--- config.mk ---
export PLATFORM = sky130hd
export DESIGN_NAME = adaptive_threshold_stage
export DESIGN_NICKNAME = d
export VERILOG_FILES = /design/src/rtl/pattern_recognition_pkg.sv /design/src/rtl/stream_reg_stage.sv /design/src/rtl/adaptive_threshold_stage.sv
export SDC_FILE = /design/constraint.sdc
export NUM_CORES = 1
export LEC_CHECK = 0
export BUFFER_PORTS_ARGS = -buffer_cell sky130_fd_sc_hd__buf_4
export CAP_MARGIN = 20
export CORE_UTILIZATION = 25
export DETAILED_ROUTE_END_ITERATION = 12
export PLACE_DENSITY = 0.48
export SLEW_MARGIN = 20
export SYNTH_ARGS = -nofsm -noshare
export SYNTH_HDL_FRONTEND = slang
export SYNTH_HIERARCHICAL = 1
export SYNTH_SLANG_ARGS = --single-unit
--- constraint.sdc ---
create_clock -name clk -period 7.7 [get_ports clk]
set_clock_uncertainty 0.2 [all_clocks]
set_input_delay 1.155 -clock clk [delete_from_list [all_inputs] [get_ports clk]]
set_output_delay 1.155 -clock clk [all_outputs]
set_load 0.005 [all_outputs]
--- src/rtl/pattern_recognition_pkg.sv ---
// Shared types and helpers for the pattern-recognition pixel pipeline.
package pattern_recognition_pkg;

    typedef enum logic [1:0] {RUN, MUL, UPD} thresh_state_t;

    localparam int unsigned RECIP_W = 33;
    localparam int unsigned FLAG_W  = 3;

    // round(2^32 / n), used to turn a frame sum into a mean without a divider
    function automatic logic [RECIP_W-1:0] recip32(input longint unsigned n);
        longint unsigned r;
        r = ((64'd1 << 32) + (n >> 1)) / n;
        return r[RECIP_W-1:0];
    endfunction

endpackage

--- src/rtl/stream_reg_stage.sv ---
// Single-entry valid/ready register slice; accepts new data in the same cycle it drains.
module stream_reg_stage #(
    parameter int unsigned DW = 11
) (
    input  logic          clk,
    input  logic          rst,
    input  logic          in_valid,
    output logic          in_ready,
    input  logic [DW-1:0] in_data,
    output logic          out_valid,
    input  logic          out_ready,
    output logic [DW-1:0] out_data
);

    logic          valid_q, valid_d;
    logic [DW-1:0] data_q, data_d;

    assign in_ready  = !valid_q || out_ready;
    assign out_valid = valid_q;
    assign out_data  = data_q;

    always_comb begin
        valid_d = valid_q;
        data_d  = data_q;
        if (in_valid && in_ready) begin
            valid_d = 1'b1;
            data_d  = in_data;
        end else if (out_ready) begin
            valid_d = 1'b0;
        end
    end

    always_ff @(posedge clk) begin
        if (rst) begin
            valid_q <= 1'b0;
            data_q  <= '0;
        end else begin
            valid_q <= valid_d;
            data_q  <= data_d;
        end
    end

endmodule

--- src/rtl/adaptive_threshold_stage.sv ---
// Streaming binarizer: static or previous-frame-mean-relative threshold, raster position flags.
module adaptive_threshold_stage
    import pattern_recognition_pkg::*;
#(
    parameter int unsigned IMG_WIDTH  = 640,
    parameter int unsigned IMG_HEIGHT = 480,
    parameter int unsigned W          = 8
) (
    input  logic         clk,
    input  logic         rst,
    input  logic         x_valid,
    output logic         x_ready,
    input  logic [W-1:0] x_data,
    output logic         y_valid,
    input  logic         y_ready,
    output logic [W-1:0] y_data,
    output logic         y_sof,
    output logic         y_eol,
    output logic         y_eof,
    input  logic         thresh_mode,
    input  logic [W-1:0] thresh_static,
    input  logic [W-1:0] thresh_offset,
    input  logic         invert,
    output logic [W-1:0] frame_mean,
    output logic         frame_done
);

    localparam int unsigned N      = IMG_WIDTH * IMG_HEIGHT;
    localparam int unsigned SUM_W  = W + $clog2(N);
    localparam int unsigned PROD_W = SUM_W + RECIP_W;
    localparam int unsigned COL_W  = (IMG_WIDTH > 1) ? $clog2(IMG_WIDTH) : 1;
    localparam int unsigned ROW_W  = (IMG_HEIGHT > 1) ? $clog2(IMG_HEIGHT) : 1;

    localparam logic [RECIP_W-1:0] RECIP      = recip32(64'(N));
    localparam logic [COL_W-1:0]   COL_LAST   = COL_W'(IMG_WIDTH - 1);
    localparam logic [ROW_W-1:0]   ROW_LAST   = ROW_W'(IMG_HEIGHT - 1);
    localparam logic [PROD_W:0]    ROUND_HALF = {{(PROD_W - 31){1'b0}}, 1'b1, 31'd0};

    thresh_state_t     state_q, state_d;
    logic [COL_W-1:0]  col_q, col_d;
    logic [ROW_W-1:0]  row_q, row_d;
    logic [SUM_W-1:0]  acc_q, acc_d;
    logic [SUM_W-1:0]  sum_q, sum_d;
    logic [PROD_W-1:0] prod_q, prod_d;
    logic [W-1:0]      mean_q, mean_d;
    logic              done_q, done_d;
    logic              have_mean_q, have_mean_d;
    logic              cfg_mode_q, cfg_mode_d;
    logic [W-1:0]      cfg_static_q, cfg_static_d;
    logic [W-1:0]      cfg_offset_q, cfg_offset_d;
    logic              cfg_invert_q, cfg_invert_d;

    logic              s_in_valid, s_in_ready, accept;
    logic              first_px, last_col, last_px;
    logic              mode_eff, inv_eff;
    logic [W-1:0]      static_eff, offset_eff;
    logic signed [W+1:0] t_sum;
    logic [W-1:0]      thr, pix_out;
    logic [PROD_W:0]   prod_rnd;
    logic [W+FLAG_W-1:0] out_word;

    assign s_in_valid = x_valid && (state_q == RUN);
    assign x_ready    = (state_q == RUN) && s_in_ready;
    assign accept     = x_valid && x_ready;

    assign first_px = (col_q == '0) && (row_q == '0);
    assign last_col = (col_q == COL_LAST);
    assign last_px  = last_col && (row_q == ROW_LAST);

    // Pixel 0 must see the live config, since the latched copy only updates on its accept
    assign mode_eff   = first_px ? thresh_mode   : cfg_mode_q;
    assign static_eff = first_px ? thresh_static : cfg_static_q;
    assign offset_eff = first_px ? thresh_offset : cfg_offset_q;
    assign inv_eff    = first_px ? invert        : cfg_invert_q;

    always_comb begin
        t_sum = $signed({2'b00, mean_q}) + $signed({{2{offset_eff[W-1]}}, offset_eff});
        if (!mode_eff || !have_mean_q) begin
            thr = static_eff;
        end else if (t_sum[W+1]) begin
            thr = '0;
        end else if (t_sum[W]) begin
            thr = '1;
        end else begin
            thr = t_sum[W-1:0];
        end
        pix_out = ((x_data > thr) ^ inv_eff) ? '1 : '0;
    end

    assign prod_rnd = {1'b0, prod_q} + ROUND_HALF;

    always_comb begin
        state_d      = state_q;
        col_d        = col_q;
        row_d        = row_q;
        acc_d        = acc_q;
        sum_d        = sum_q;
        prod_d       = prod_q;
        mean_d       = mean_q;
        done_d       = 1'b0;
        have_mean_d  = have_mean_q;
        cfg_mode_d   = cfg_mode_q;
        cfg_static_d = cfg_static_q;
        cfg_offset_d = cfg_offset_q;
        cfg_invert_d = cfg_invert_q;

        if (accept && first_px) begin
            cfg_mode_d   = thresh_mode;
            cfg_static_d = thresh_static;
            cfg_offset_d = thresh_offset;
            cfg_invert_d = invert;
        end

        case (state_q)
            RUN: begin
                if (accept) begin
                    acc_d = acc_q + SUM_W'(x_data);
                    if (last_col) begin
                        col_d = '0;
                        row_d = (row_q == ROW_LAST) ? '0 : row_q + ROW_W'(1);
                    end else begin
                        col_d = col_q + COL_W'(1);
                    end
                    if (last_px) begin
                        sum_d   = acc_q + SUM_W'(x_data);
                        acc_d   = '0;
                        state_d = MUL;
                    end
                end
            end
            MUL: begin
                prod_d  = PROD_W'(sum_q) * PROD_W'(RECIP);
                state_d = UPD;
            end
            UPD: begin
                mean_d      = prod_rnd[32 +: W];
                have_mean_d = 1'b1;
                done_d      = 1'b1;
                state_d     = RUN;
            end
            default: state_d = RUN;
        endcase
    end

    always_ff @(posedge clk) begin
        if (rst) begin
            state_q      <= RUN;
            col_q        <= '0;
            row_q        <= '0;
            acc_q        <= '0;
            sum_q        <= '0;
            prod_q       <= '0;
            mean_q       <= '0;
            done_q       <= 1'b0;
            have_mean_q  <= 1'b0;
            cfg_mode_q   <= 1'b0;
            cfg_static_q <= '0;
            cfg_offset_q <= '0;
            cfg_invert_q <= 1'b0;
        end else begin
            state_q      <= state_d;
            col_q        <= col_d;
            row_q        <= row_d;
            acc_q        <= acc_d;
            sum_q        <= sum_d;
            prod_q       <= prod_d;
            mean_q       <= mean_d;
            done_q       <= done_d;
            have_mean_q  <= have_mean_d;
            cfg_mode_q   <= cfg_mode_d;
            cfg_static_q <= cfg_static_d;
            cfg_offset_q <= cfg_offset_d;
            cfg_invert_q <= cfg_invert_d;
        end
    end

    stream_reg_stage #(
        .DW(W + FLAG_W)
    ) u_out_reg (
        .clk      (clk),
        .rst      (rst),
        .in_valid (s_in_valid),
        .in_ready (s_in_ready),
        .in_data  ({first_px, last_col, last_px, pix_out}),
        .out_valid(y_valid),
        .out_ready(y_ready),
        .out_data (out_word)
    );

    assign y_sof      = out_word[W+2];
    assign y_eol      = out_word[W+1];
    assign y_eof      = out_word[W];
    assign y_data     = out_word[W-1:0];
    assign frame_mean = mean_q;
    assign frame_done = done_q;

endmodule

==> impl_metrics.tcl <==
set metrics [dict create \
    status "finished, final reports clean" \
    yosysWarnings 6 \
    pin_count 52 \
    cts.clk_slew.worst_paths_ps 60 \
    seq_area_frac_synth 0.181 \
    cts_resized 0 \
    timing.critical_path.buf_inv 4 \
    power_density_mw_per_mm2 111 \
    vias 10100 \
    grt_pass1_wl_um 55900 \
    gp_congestion 0.804 \
    drv_slew 0 \
    clockBufferDepth 2 \
    avgSynthCellArea_um2 9.07 \
    slowest_stage "a211oi_1" \
    p_total_mw 1.72 \
    cts_made_buffers 17 \
    relSlewSlack 0.404 \
    wl_um 33700 \
    tns_ps 0 \
    antenna_found_initial 0 \
    cp_cell_sequence "inv_1 > fa_1 > inv_1 > ha_1 > fa_1 > fa_1 > fa_1 > inv_1 > fa_1 > inv_1 > ha_1 > a21oi_1 > o21ai_0 > a221oi_1 > o21ai_0 > a211oi_1 > o31ai_1 > xnor2_1 > a211oi_1" \
    placed_cell_area_mm2 0.0148 \
    yosysMostFrequentCell "inv_1" \
    portBuffers 51 \
    end_kind "flop" \
    grt_pass1_vias 10500 \
    synth_nets 1894 \
    initial_core_util 0.254 \
    worst_pin_slew_ps 894 \
    clock_latency_ps 420 \
    rsz0062_at_grt "false" \
    hold_viol_final 0 \
    cp-start-kind "flop" \
    path_common_cell "fa_1" \
    worstHoldPathCells 2 \
    n_fill_cell 5742 \
    setup_viol 0 \
    die_width_um 236 \
    crit_path_max_fanout 7 \
    cts_root_buffer "clkbuf_16" \
    fmax_mhz 160 \
    drive_gt1_frac 0.0838 \
    grt_max_degree 77 \
    route.detailed.drc 0 \
    hp-class "reg -> reg" \
    async_reset_ff_frac 0 \
    post_cts.repair.setup_buffers 0 \
    path_delay_family "adder cells" \
    reg2reg_depth 19 \
    period_minus_slack_ps 6230 \
    tritoncts "done" \
    hpwl_um 27800 \
    period_share 0.809 \
    synth_cells 1512 \
    synthTopCellsByArea "fa_1 (23%), dfxtp_1 (18%), ha_1 (18%)" \
    track_usage 0.124 \
    synth-seq-cells 124 \
    drt_first_iter_violations 444 \
    syn_to_final_growth_pct 12.4 \
    die_area_mm2 0.0558 \
    wl_per_cell_um 14.9 \
    ir_drop_v 0.000145 \
    path_class "reg -> reg" \
    critical_path_arrival_ps 6360 \
    yosys.cell_types.count 74 \
    cts.sinks 124 \
    holdBufCountCts 0 \
    final_antenna_net_count 0 \
    die_y_um 236 \
    core_area_mm2 0.0540 \
    viasPerCell 4.47 \
    rows 85 \
    yosysTopAreaCell "fa_1" \
    finalHoldWorstSlack_ps 250 \
    first_pass_iters 5 \
    htreeDepth 4 \
    grt-ovfl-total 0 \
    cp.required_ps 7830 \
    nets 1932 \
    worst-path-stages 19 \
    max_cap_viol_count 0 \
    synth_top_area_frac 0.228 \
    p_leak_nw 7.72 \
    fin_area_mm2 0.0154 \
    insertedDiodeCount 0 \
    synthTopCellsByCount "inv_1 (261), ha_1 (196), fa_1 (156)" \
    synth_edf_count 0 \
    cpPeakStageDelay_ps 560 \
    ys.flop_type "dfxtp_1" \
    syn_area_mm2 0.0137 \
]
-- cell usage in the layout (no fill, tap or decap), types with 35 or more instances in the layout --
master      n
a21oi_1    85
buf_4      62
a211oi_1   35
inv_1     261
nor2_1     93
xor2_1     40
nand3_1    47
fa_1      156
ha_1      196
o21ai_0    49
dfxtp_1   124
nand2_1   102
-- report_power, final --
group / internal, mW / switching (mW)
logic: 0.0895 / 0.121
registers: 0.661 / 0.0101
clock network: 0.519 / 0.315
total: 1.27 / 0.446
-- logic make-up (layout without fill, tap and decap cells) --
logic type | Yosys count | in the layout | share of synthesized area
AOI/OAI and AO/OA | 274 | 274 | 0.131
xor gates and xnor gates | 75 | 75 | 0.0484
adders and majority gates | 352 | 352 | 0.407
buffers and inverters | 305 | 356 | 0.0900
DFF | 124 | 124 | 0.181
muxes | 20 | 20 | 0.0152
and+or+nand+nor | 362 | 362 | 0.128
-- layout make-up --
type | count | area [um^2] | share of cell area
Multi-Input combinational cell | 1083 | 10000 | 0.649
Inverter | 262 | 983 | 0.0638
Clock inverter | 13 | 165 | 0.0107
Timing Repair Buffer | 62 | 465 | 0.0302
Clock buffer | 19 | 443 | 0.0287
Sequential cell | 124 | 2480 | 0.161
Tap cell | 696 | 871 | 0.0565
-- worst min-delay path: stages (launching register included) --
cell     delay, ps
dfxtp_1        310
nand2_1         50
a21oi_1         50
-- registers in the layout, indices dropped and copies added (netlist names) --
| signal | flops |
|---|---|
| cfg_offset_q | 8 |
| u_out_reg/out_data | 11 |
| row_q | 9 |
| state_q | 2 |
| frame_mean | 8 |
| prod_q | 9 |
| frame_done | 1 |
| sum_q | 27 |
| acc_q | 27 |
| u_out_reg/out_valid | 1 |
| cfg_static_q | 8 |
| cfg_mode_q | 1 |
| cfg_invert_q | 1 |
| col_q | 10 |
| have_mean_q | 1 |
-- per-layer routing --
metal	track usage	routed length [um]	vias to the layer above
met4	0.0201	216	0
met5	0	0	-
li1	-	-	5126
met2	0.204	15400	80
met1	0.175	17400	4891
met3	0.0158	683	12
-- path summary, 6_finish.rpt --
kind / start / slack (ps) / to
worst max-delay path: sum_q[9] / 1470 / prod_q[39]
worst min-delay path: cfg_static_q[5] / 250 / cfg_static_q[5]
worst max register to register: sum_q[9] / 1470 / prod_q[39]
worst min register to register: cfg_static_q[5] / 250 / cfg_static_q[5]
-- metrics by stage --
step,util,setup WS (ps),std cells
floorplan,-,2190,1512
global placement,0.274,1460,2227
detailed placement,0.274,1440,2227
CTS,0.285,1430,2259
global route,0.285,1060,2259
finish,0.285,1470,2259
(Power assumes the default switching activity.)
